File: src/rtl/bcd_display_scanner_pkg.sv
// bcd_display_scanner_pkg: shared FSM states and display constants for the BCD scanner
package bcd_display_scanner_pkg;
  typedef enum logic [1:0] {
    IDLE  = 2'd0,
    BLANK = 2'd1,
    SHOW  = 2'd2
  } state_t;
  localparam logic       SEG_OFF = 1'b1;
  localparam logic [3:0] BCD_MAX = 4'd9;
endpackage

File: src/rtl/bcd_display_scanner_prescaler.sv
// scan_prescaler: per-slot cycle counter with blank-end and slot-end ticks
module scan_prescaler #(
  parameter int PRESCALE     = 50000,
  parameter int BLANK_CYCLES = 500,
  parameter int CW           = $clog2(PRESCALE + 1)
) (
  input  logic clk,
  input  logic rst_n,
  input  logic clr,
  output logic blank_end,
  output logic slot_end
);
  localparam logic [CW-1:0] SLOT_LAST  = CW'(PRESCALE - 1);
  localparam logic [CW-1:0] BLANK_LAST = CW'(BLANK_CYCLES > 0 ? BLANK_CYCLES - 1 : 0);
  logic [CW-1:0] slot_cnt;
  assign slot_end  = slot_cnt == SLOT_LAST;
  assign blank_end = BLANK_CYCLES > 0 && slot_cnt == BLANK_LAST;
  // slot counter wraps at the end of each slot and is held at zero while the scan is stopped
  always_ff @(posedge clk or negedge rst_n)
    if (!rst_n) slot_cnt <= '0;
    else slot_cnt <= clr || slot_end ? '0 : slot_cnt + 1'b1;
endmodule

File: src/rtl/bcd_display_scanner.sv
// bcd_display_scanner: time-multiplexes packed BCD digits onto one shared 7-segment bus
module bcd_display_scanner
  import bcd_display_scanner_pkg::*;
#(
  parameter int NUM_DIGITS   = 4,
  parameter int PRESCALE     = 50000,
  parameter int BLANK_CYCLES = 500,
  parameter int LZB          = 1
) (
  input  logic                    clk,
  input  logic                    rst_n,
  input  logic                    enable_i,
  input  logic [4*NUM_DIGITS-1:0] value_i,
  input  logic [NUM_DIGITS-1:0]   dp_i,
  input  logic                    load_i,
  output logic [3:0]              digit_code_o,
  output logic                    dp_n_o,
  output logic [NUM_DIGITS-1:0]   anode_n_o,
  output logic                    frame_o
);
  localparam int     IW         = NUM_DIGITS > 1 ? $clog2(NUM_DIGITS) : 1;
  localparam state_t SLOT_FIRST = BLANK_CYCLES == 0 ? SHOW : BLANK;
  state_t                  state, state_nxt;
  logic [IW-1:0]           idx, idx_nxt;
  logic [4*NUM_DIGITS-1:0] shadow_v, disp_v;
  logic [NUM_DIGITS-1:0]   shadow_dp, disp_dp, dark;
  logic                    pending, frame_start, clr, blank_end, slot_end, lit;
  logic [3:0]              nib;
  assign clr = !enable_i || state == IDLE;
  assign nib = disp_v[{idx, 2'b00} +: 4];
  assign lit = !dark[idx];
  scan_prescaler #(
    .PRESCALE    (PRESCALE),
    .BLANK_CYCLES(BLANK_CYCLES)
  ) u_prescaler (
    .clk      (clk),
    .rst_n    (rst_n),
    .clr      (clr),
    .blank_end(blank_end),
    .slot_end (slot_end)
  );
  // digits are dark when invalid BCD, or when they and every higher digit are zero (never digit 0)
  always_comb begin : lzb_mask
    logic lead;
    dark = '0;
    lead = 1'b1;
    for (int k = NUM_DIGITS - 1; k >= 0; k--) begin
      lead    = lead && disp_v[4*k +: 4] == 4'd0;
      dark[k] = disp_v[4*k +: 4] > BCD_MAX || (LZB != 0 && k > 0 && lead);
    end
  end
  // state and digit index registers
  always_ff @(posedge clk or negedge rst_n)
    if (!rst_n) begin
      state <= IDLE;
      idx   <= '0;
    end else begin
      state <= state_nxt;
      idx   <= idx_nxt;
    end
  // next-state: start a frame on enable or after the last digit, advance digits at slot end
  always_comb begin
    state_nxt   = state;
    idx_nxt     = idx;
    frame_start = 1'b0;
    if (!enable_i) begin
      state_nxt = IDLE;
      idx_nxt   = '0;
    end else if (state == IDLE || (state == SHOW && slot_end && idx == IW'(NUM_DIGITS - 1))) begin
      frame_start = 1'b1;
      state_nxt   = SLOT_FIRST;
      idx_nxt     = '0;
    end else if (state == SHOW && slot_end) begin
      state_nxt = SLOT_FIRST;
      idx_nxt   = idx + 1'b1;
    end else if (state == BLANK && blank_end) begin
      state_nxt = SHOW;
    end
  end
  // shadow captures loads; display takes the newest value only at frame start so a frame never tears
  always_ff @(posedge clk or negedge rst_n)
    if (!rst_n) begin
      shadow_v  <= '0;
      shadow_dp <= '0;
      disp_v    <= '0;
      disp_dp   <= '0;
      pending   <= 1'b0;
    end else begin
      if (load_i) begin
        shadow_v  <= value_i;
        shadow_dp <= dp_i;
      end
      if (frame_start && load_i) begin
        disp_v  <= value_i;
        disp_dp <= dp_i;
      end else if (frame_start && pending) begin
        disp_v  <= shadow_v;
        disp_dp <= shadow_dp;
      end
      pending <= frame_start ? 1'b0 : pending || load_i;
    end
  // registered outputs: code/dp follow the slot from its first cycle, anode only during SHOW
  always_ff @(posedge clk or negedge rst_n)
    if (!rst_n) begin
      anode_n_o    <= '1;
      dp_n_o       <= SEG_OFF;
      digit_code_o <= '0;
      frame_o      <= 1'b0;
    end else begin
      anode_n_o <= enable_i && state == SHOW && lit ? ~(NUM_DIGITS'(1) << idx) : '1;
      dp_n_o    <= enable_i && state != IDLE && lit ? ~disp_dp[idx] : SEG_OFF;
      if (enable_i && state != IDLE) digit_code_o <= nib;
      frame_o <= frame_start;
    end
endmodule

File: config.mk
export PLATFORM = sky130hd
export DESIGN_NAME = bcd_display_scanner
export DESIGN_NICKNAME = d
export VERILOG_FILES = /design/src/rtl/bcd_display_scanner_pkg.sv /design/src/rtl/bcd_display_scanner_prescaler.sv /design/src/rtl/bcd_display_scanner.sv
export SDC_FILE = /design/constraint.sdc
export NUM_CORES = 1
export LEC_CHECK = 0
export CAP_MARGIN = 5
export CORE_MARGIN = 4
export CORE_UTILIZATION = 50
export CTS_CLUSTER_SIZE = 14
export DETAILED_ROUTE_END_ITERATION = 6
export DONT_BUFFER_PORTS = 1
export HOLD_SLACK_MARGIN = 0.02
export PLACE_DENSITY = 0.64
export RECOVER_POWER = 50
export SETUP_SLACK_MARGIN = 0.1
export SYNTH_ARGS = -nofsm -noshare
export SYNTH_HDL_FRONTEND = slang
export SYNTH_HIERARCHICAL = 1
export SYNTH_SLANG_ARGS = --single-unit
File: constraint.sdc
create_clock -name clk -period 4.3 [get_ports clk]
set_input_delay 1.29 -clock clk [delete_from_list [all_inputs] [get_ports clk]]
set_output_delay 1.29 -clock clk [all_outputs]
set_load 0.02 [all_outputs]
Yosys cells after proc, flatten, opt, wreduce, memory -nomap -nowiden
Cells that the tools add are included.
Word-level totals
  logic and storage cells: 77
  input port bits: 24
  flip-flop bits (word level): 71
  output and inout bits: 10
Cells by class
  shift-type cells: 2
  bitwise operators: 2
  add/sub/neg operators: 2
  multiplexer cells: 21
  reductions and logical operators: 26
  eq/ne operators: 7
  $lt $le $gt $ge: 5
Operators with widths (count)
  16-bit 2-to-1 mux: 3
  16-bit by 1-bit adder with 16-bit output (second input constant): 1
  16-bit equality test (second input constant): 1
  16-bit by 9-bit equality test with 1-bit output (second input constant): 1
  4-bit > comparator (second input constant): 4
  16-bit by 5-bit variable part select with 4-bit output: 1
  2-bit 2-to-1 mux: 7
  4-bit logical NOT: 3
  4-bit 2-to-1 mux: 3
  1-bit logical AND: 11
  1-bit logical OR: 7
  1-bit 2-to-1 mux: 6
  1-bit binary-select mux with 2-bit select: 2
  2-bit equality test (second input constant): 2
  4-bit by 1-bit inequality test with 1-bit output (second input constant): 1
  4-bit NOT: 1
  2-bit nonzero test: 2
  1-bit by 2-bit left shift with 4-bit output (first input constant): 1
  2-bit by 3-bit < comparator with 1-bit output (second input constant): 1
  3-bit by 1-bit inequality test with 1-bit output (second input constant): 1
  2-bit by 1-bit adder with 2-bit output (second input constant): 1
  2-bit by 1-bit equality test with 1-bit output (second input constant): 1
  1-bit logical NOT: 2
  2-bit logical NOT: 1
  1-bit NOT: 1

Longest topological paths before layout
Gate-level depths: netlist of the first run.
  depth in word-level cells: 9
  mapped depth: 9
  gate-level depth less buffers: 8

Hierarchy
Netlist of the first run, hierarchy kept.
Modules (own cells, without submodules)
  bcd_display_scanner: seq. area each 1382.6 µm², area each 2464.9 µm², cells an instance 170, instances 1
  scan_prescaler: seq. area each 400.4 µm², area each 823.3 µm², cells an instance 83, instances 1

Least setup slack after synthesis of the first run
No wires, ideal clock.
  kind: input -> register
  start: input port enable_i
  end: register disp_v[10]
  arrival time: 2.460 ns
  path buffers: 3
  cell stages on the path: 7
  required time: 4.175 ns
  slack: 1.714 ns
  setup time: 0.125 ns
  path through: buf_4 > nand2b_4 > or2_1 > buf_2 > nor2_8 > buf_12 > mux2_4
On the way
  word-level cells in the longest chain between the ends: 3
  elaborated cells between the ends (all ways): 5
  classes of those cells: 2 x mux; 3 x reduce/logical
Ends and longest elaborated chain
  start: declaration: line bcd_display_scanner.sv:12  | input logic enable_i,
  1-bit 2-to-1 mux *: line bcd_display_scanner.sv:66  | if (!enable_i) begin
  1-bit logical AND (on tied branches): line bcd_display_scanner.sv:93, bcd_display_scanner.sv:96
  16-bit 2-to-1 mux or 2-bit nonzero test (tied branches)
  end signal: assignment: line bcd_display_scanner.sv:94  | disp_v <= value_i;
  end signal: assignment: line bcd_display_scanner.sv:97  | disp_v <= shadow_v;
  end: declaration: line bcd_display_scanner.sv:25  | logic [4*NUM_DIGITS-1:0] shadow_v, disp_v;
Mark *: on every way between the ends. The rest lies on a longest branch, timed or not.
A chain may end at the register's enable or synchronous reset.

Worst setup path in the final report of the first run
  start: register u_prescaler.slot_cnt[12]
  end: register disp_dp[0]
On the way
  word-level cells in the longest chain between the ends: 8
  elaborated cells between the ends (all ways): 10
  classes of those cells: 1 x eq/ne; 3 x mux; 6 x reduce/logical
Ends and longest elaborated chain
  start: declaration: line bcd_display_scanner_prescaler.sv:15  | logic [CW-1:0] slot_cnt;
  start signal: assignment: line bcd_display_scanner_prescaler.sv:21  | else slot_cnt <= clr || slot_end ? '0 : slot_cnt + 1'b1;
  16-bit equality test *: line bcd_display_scanner_prescaler.sv:16  | assign slot_end = slot_cnt == SLOT_LAST;
  via slot_end: line bcd_display_scanner.sv:27  | logic pending, frame_start, clr, blank_end, slot_end, lit;
  1-bit logical AND * (2 in series): line bcd_display_scanner.sv:69  | end else if (state == IDLE || (state == SHOW && slot_end && idx == IW'(NUM_DIGITS - 1))) begin
  1-bit logical OR *: line bcd_display_scanner.sv:69
  1-bit 2-to-1 mux *: line bcd_display_scanner.sv:69
  1-bit 2-to-1 mux *: line bcd_display_scanner.sv:66
  1-bit logical AND (on tied branches): line bcd_display_scanner.sv:93, bcd_display_scanner.sv:96
  4-bit 2-to-1 mux or 2-bit nonzero test (tied branches)
  end signal: assignment: line bcd_display_scanner.sv:95  | disp_dp <= dp_i;
  end signal: assignment: line bcd_display_scanner.sv:98  | disp_dp <= shadow_dp;
  end: declaration: line bcd_display_scanner.sv:26  | logic [NUM_DIGITS-1:0] shadow_dp, disp_dp, dark;
Mark *: on every way through the listed nets, which the timed path passes. The rest lies on a longest branch.

==> impl_metrics.csv, run 1 <==
group,metric,value,unit
grt,grt_max_degree,72,
yosys,synthMuxAreaShare,18.61,%
placed_design,portBuffers,0,
clock_tree,post_cts_buffers,0,
final_layout,drive_gt1_share,27.91,%
final_layout,area_growth,6.278,%
flow_run,drv_cap,0,
final_layout,fillers,529,
yosys,yosysWarnings,6,
yosys,syn_area,3288,um^2
routing,via_per_inst,5.642,
run_status,status,"completed",
placed_design,place_congestion,0.8167,
routing,vias,1890,
final_layout,multi_input_area,1389,um^2
sta,slew_headroom,58.08,%
grt,grt_first_pass_wirelength,9998,um
worst_hold_path,hp-class,"register to register",
yosys,yosys-top-cells-count,"dfrtp_1, mux2_2, nor2_1, xnor2_1, mux2_4",
clock_tree,htree_levels,3,
routing,route.final.wire_length,5787,um
critical_path,cp_max_fo,17,
critical_path,slowest_delay,0.56,ns
critical_path,worst-endpoint-required,4.53,ns
clock_tree,cts-root-buf,"clkbuf_8",
final_layout,fin_area,3495,um^2
floorplan,std_cell_rows,29,
routing,wl_per_cell,17.27,um
routing,drc,0,
grt,grt_usage,16.65,%
sta,period_share,64.94,%
yosys,yosysTopAreaCellShare,50.23,%
clock_tree,cts_sinks,71,
sta,fin_tns_setup,0,ns
yosys,netlist_instances,253,
sta,drv_slew,0,
sta,rsz0062_at_grt,"no",
floorplan,start_util,51.78,%
yosys,yosysMostFrequentCell,"dfrtp_1",
final_layout,fin_cells,335,
clock_tree,post_cts_resized,0,
sta,final_hold_viol_count,0,
yosys,synth_edf_count,0,
final_layout,post-route-util,55.03,%
yosys,synth_ff_type,"dfrtp_1",
clock_tree,clock_latency,0.34,ns
yosys,syn_nets,282,
sta,tightest_slew,0.6247,ns
grt,grt-ovfl-total,0,
placed_design,dpl.hpwl,3854,um
critical_path,critPathCaptureType,"register",
yosys,synth-simple-area-share,13.17,%
final_layout,layout.nets,283,
yosys,synthAdderAreaFrac,1.903,%
clock_tree,numCtsBuffers,9,
floorplan,core,6350,um^2
critical_path,worstSetupPathType,"register to register",
sta,min_period,2.793,ns
yosys,syn_avg_cell_area,13.00,um^2
yosys,yosysTopAreaCell,"dfrtp_1",
clock_tree,ctsHoldBuffers,0,
sta,max_freq,358.1,MHz
final_layout,antenna_cells,0,
floorplan,ios,34,
power_and_ir_drop,power_density,433.8,nW/um^2
routing,ant_nets,0,
routing,drt_iter0_drc,65,
critical_path,cpMaxStageDelayCell,"or4_4",
sta,setup_viol,0,
yosys,synth_area_leaders,"dfrtp_1, mux2_2, mux2_4",
power_and_ir_drop,leakage,0.001382,uW
floorplan,die_area,7938,um^2
clock_tree,cts_tree,"yes",
yosys,synthXorXnorAreaFrac,3.729,%
clock_tree,clkTransAtPathRegs,0.07,ns
final_layout,regArea,1783,um^2
floorplan,chipWidth,89.10,um
yosys,yosysUniqueCellTypes,45,
power_and_ir_drop,vdd.ir_drop.worst,255.9,uV
yosys,yosysSeqAreaShare,54.22,%
yosys,async_flop_share,100.0,%
floorplan,die_h,89.10,um
grt,antenna_found_initial,0,
critical_path,cp-start-kind,"register",
placed_design,place_area,3298,um^2
sta,skew,0.007269,ns
yosys,synth_top_family_by_area,"multiplexers",
yosys,synth_seq_cells,71,
critical_path,crit_chain,"or4_4 -> nor4_2 -> a21boi_1 -> or2_1 -> nor2_8 -> mux2_2",
clock_tree,cts_buffer_depth,2,
routing,first_pass_iters,4,
yosys,synth_compound_area_share,4.833,%
critical_path,critPathArrivalTime,3.02,ns
grt,grt_pass1_vias,1957,
placed_design,dp.cells,320,
## stage by stage
stage	worst slack (ns)	total power [uW]	hold WS, ns
2_1_floorplan	1.715	967.9	0.4487
3_3_place_gp	1.563	995.5	0.4744
3_5_place_dp	1.504	1002	0.4854
4_1_cts	1.484	1532	0.5035
5_1_grt	1.375	1590	0.5161
6_report	1.507	1516	0.4951
## layout by cell type, fill, tap and decap left out, types with 2 or more instances in the layout
cell type,instances
xnor2_1,13
nor4_1,6
nor2_1,22
nor2b_1,7
mux2_4,10
inv_1,8
a31oi_1,4
or2_1,2
a22oi_1,3
or2_2,2
a21boi_0,2
nand2_1,6
o21ai_0,8
dfstp_2,5
nor3_1,5
ha_1,5
clkinvlp_4,2
clkbuf_8,10
mux2_2,31
nand4_1,8
dfrtp_1,66
mux4_2,5
nand3_1,6
## worst paths after layout
| path | startpoint | endpoint | slack, ns | cells past startpoint |
|---|---|---|---|---|
| max | u_prescaler/slot_cnt[12] | disp_dp[0] | 1.51 | 6 |
| min | shadow_v[1] | shadow_v[1] | 0.50 | 1 |
| max reg2reg | u_prescaler/slot_cnt[12] | disp_dp[0] | 1.51 | 6 |
| min reg2reg | shadow_v[1] | shadow_v[1] | 0.50 | 1 |
| max in group asynchronous | rst_n | anode_n_o[2] | 3.47 | 0 |
| min in group asynchronous | rst_n | shadow_dp[3] | 0.64 | 0 |
## logic make-up (layout without fill, tap and decap cells)
family	after synthesis	after routing
and+or+nand+nor	75	75
DFF	71	71
muxes	46	46
AOI/OAI and AO/OA	24	24
buffers and inverters	18	23
xor gates and xnor gates	14	14
adders and majority gates	5	5
## area by class of cell
cell class,count,share of cell area [%]
Clock buffer,10,3.938
Inverter,8,0.8593
Sequential cell,71,51.02
Multi-Input combinational cell,164,39.74
Tap cell,77,2.757
Clock inverter,5,1.683
## critical path, delay by kind of cell, from the launching register on
kind             cells  cell delay (ns)
flip-flops           1             0.43
multiplexers         1             0.38
AO/OA/AOI/OAI        1             0.16
AND/OR/NAND/NOR      4             1.71
## report_power, final
part,leakage [uW],internal [uW],total [uW],switching [uW]
registers,0.000871,748,828,80.2
logic,0.000416,107,160,52.8
clock network,0.0000944,280,528,247
total,0.00138,1140,1520,380
## routing by layer
layer | global-route usage, % | vias to the layer above | share of wire, %
met3 | 4.516 | 12 | 4.4
met5 | 0 | - | 0
met4 | 7.713 | 0 | 2.0
met2 | 23.17 | 34 | 44
met1 | 24.15 | 936 | 50
li1 | - | 908 | -
## sequential cells by signal, indices dropped and copies added (netlist names), 2 cells and up
name	flops
disp_v	16
shadow_v	16
u_prescaler/slot_cnt	16
anode_n_o	4
digit_code_o	4
disp_dp	4
shadow_dp	4
idx	2
state	2
Power figures use the tool's default switching activity.
==> run 2: changes to the inputs <==
- clock period: 4.3 -> 2.72 ns (I/O delays scaled with it)
==> run 2 against run 1 <==
Critical path depth grew 1. Sequential power is 58% higher. Non-clock buffer count rose by 7. Wire length grew 0.92%. Register-to-register slack lost 1.2 ns. Critical path type unchanged. Critical endpoint is now disp_v[15].
==> impl_metrics.csv, run 2 (synthesis gave the netlist of run 1 again) <==
group,metric,value,unit
run_status,status,"completed",
sta,setup_ws,0.2680,ns
floorplan,die_h,89.10,um
placed_design,portBuffers,0,
final_layout,regArea,1783,um^2
clock_tree,cts_tree,"yes",
sta,slew_headroom,60.49,%
critical_path,cpMaxStageDelayCell,"or4_4",
final_layout,reg_top3,"disp_v (16), shadow_v (16), u_prescaler/slot_cnt (16)",
critical_path,worstSetupPathType,"register to register",
sta,skew,0.01788,ns
routing,wl_met1,2849,um
power_and_ir_drop,combinationalPowerShare,10.7,%
critical_path,rrSetupSlack,0.27,ns
sta,fin_tns_setup,0,ns
floorplan,chipWidth,89.10,um
power_and_ir_drop,p_int,1785,uW
sta,max_freq,407.8,MHz
power_and_ir_drop,seq_power_share,54.5,%
power_and_ir_drop,power,2407,uW
critical_path,startpoint,"u_prescaler/slot_cnt[12]",
final_layout,fillers,523,
power_and_ir_drop,p_sw_share,25.84,%
floorplan,start_util,51.78,%
routing,drc,0,
sta,drv_slew,0,
clock_tree,cts_buffer_depth,2,
routing,wl_met2,2579,um
placed_design,place_congestion,0.7283,
routing,first_pass_iters,4,
routing,via_per_inst,5.603,
clock_tree,htree_levels,3,
power_and_ir_drop,power_density,676.1,nW/um^2
final_layout,fin_cells,343,
sta,tightest_slew,0.5887,ns
floorplan,core,6350,um^2
placed_design,dpl.hpwl,3964,um
clock_tree,cts_sinks,71,
sta,rsz0062_at_grt,"no",
grt,antenna_found_initial,0,
sta,min_period,2.452,ns
critical_path,critPathArrivalTime,2.68,ns
grt,grt_usage,16.92,%
critical_path,slowest_delay,0.56,ns
clock_tree,cts-root-buf,"clkbuf_8",
grt,grt_first_pass_wirelength,10120,um
grt,grt_pass1_vias,2006,
routing,drt_iter0_drc,45,
clock_tree,post_cts_resized,0,
placed_design,dp.cells,325,
worst_hold_path,hp-class,"input pin to asynchronous set/reset pin",
flow_run,drv_cap,0,
clock_tree,clkTransAtPathRegs,0.09,ns
final_layout,final_common_cell,"dfrtp_1",
final_layout,antenna_cells,0,
power_and_ir_drop,switching_power,621.9,uW
floorplan,die_area,7938,um^2
critical_path,worst-endpoint-required,2.95,ns
sta,final_hold_viol_count,0,
clock_tree,clock_latency,0.35,ns
clock_tree,numCtsBuffers,9,
routing,route.met3.wl,272,um
power_and_ir_drop,vdd.ir_drop.worst,398.2,uV
critical_path,critPathCaptureType,"register",
routing,ant_nets,0,
power_and_ir_drop,leakage,0.001424,uW
critical_path,cp_max_fo,13,
grt,grt-ovfl-total,0,
floorplan,std_cell_rows,29,
sta,setup_viol,0,
critical_path,r2r_start,"u_prescaler/slot_cnt[12]",
final_layout,multi_input_area,1389,um^2
critical_path,crit_chain,"or4_4 -> nor4_2 -> a21boi_1 -> or2_1 -> nor2_8 -> buf_12 -> mux2_2",
sta,period_share,90.15,%
routing,vias,1922,
critical_path,cp-start-kind,"register",
floorplan,ios,34,
power_and_ir_drop,power_frac_clock,34.8,%
routing,wl_per_cell,17.03,um
placed_design,dp_slack,0.1225,ns
routing,route.final.wire_length,5840,um
final_layout,layout_common_cells,"dfrtp_1, mux2_2, nor2_1",
grt,grt_max_degree,72,
final_layout,area_growth,8.257,%
final_layout,drive_gt1_share,29.70,%
final_layout,layout.nets,290,
routing,highest_layer,"met4",
==> run 2: cell types whose count changed in the layout (fill, tap and decap cells not counted), sizes merged <==
cell | previous run | this run
clkinvlp | 2 | 1
buf | 0 | 7
clkinv | 2 | 3
inv | 8 | 9
==> run 2: final timing paths <==
check                      cells past startpoint                 endpoint
min in group clk                               1  u_prescaler/slot_cnt[0]
hold / removal                                 0             shadow_dp[3]
max in group asynchronous                      0             anode_n_o[2]
hold reg to reg                                1  u_prescaler/slot_cnt[0]
setup reg to reg                               7               disp_v[15]
setup / recovery                               7               disp_v[15]
==> run 2: power groups by stage <==
stage	clock [uW]	sequential [uW]	combinational [uW]
final	837	1310	258
after detailed placement	0	1340	254
after CTS	861	1310	256
after floorplan	0	1290	241
after global routing	916	1330	282
after global placement	0	1330	246
==> run 2: metrics by stage <==
step           area (um^2)  util (%)  hold slack [ns]
2_1_floorplan         3288         -           0.4487
3_3_place_gp          3336     52.53           0.4750
3_5_place_dp          3336     52.53           0.4771
4_1_cts               3532     55.63           0.1301
5_1_grt               3560     56.06           0.1225
6_report              3560     56.06           0.1458
==> run 2: per-layer routing <==
metal	up-vias	GRT usage, %
met2	35	24.45
met3	11	4.516
met4	0	8.660
met5	-	0
met1	950	23.45
li1	926	-
==> run 2: worst max-delay path, delay by kind of cell, from the launching register on <==
kind                   cells  cell delay (ns)
DFF                        1             0.43
buffers and inverters      1             0.16
AOI/OAI and AO/OA          1             0.12
muxes                      1             0.34
and+or+nand+nor            4             1.30
==> run 2: cell type report <==
class	count	share of cell area, %
Tap cell	77	2.707
Multi-Input combinational cell	164	39.02
Sequential cell	71	50.09
Timing Repair Buffer	7	1.828
Clock inverter	6	1.933
Inverter	8	0.8436
Clock buffer	10	3.585
==> run 2: repair_timing <==
item | in CTS | in global routing
setup endpoints to repair | 0 | 17
hold buffers | 0 | 0
buffers inserted | 0 | 2
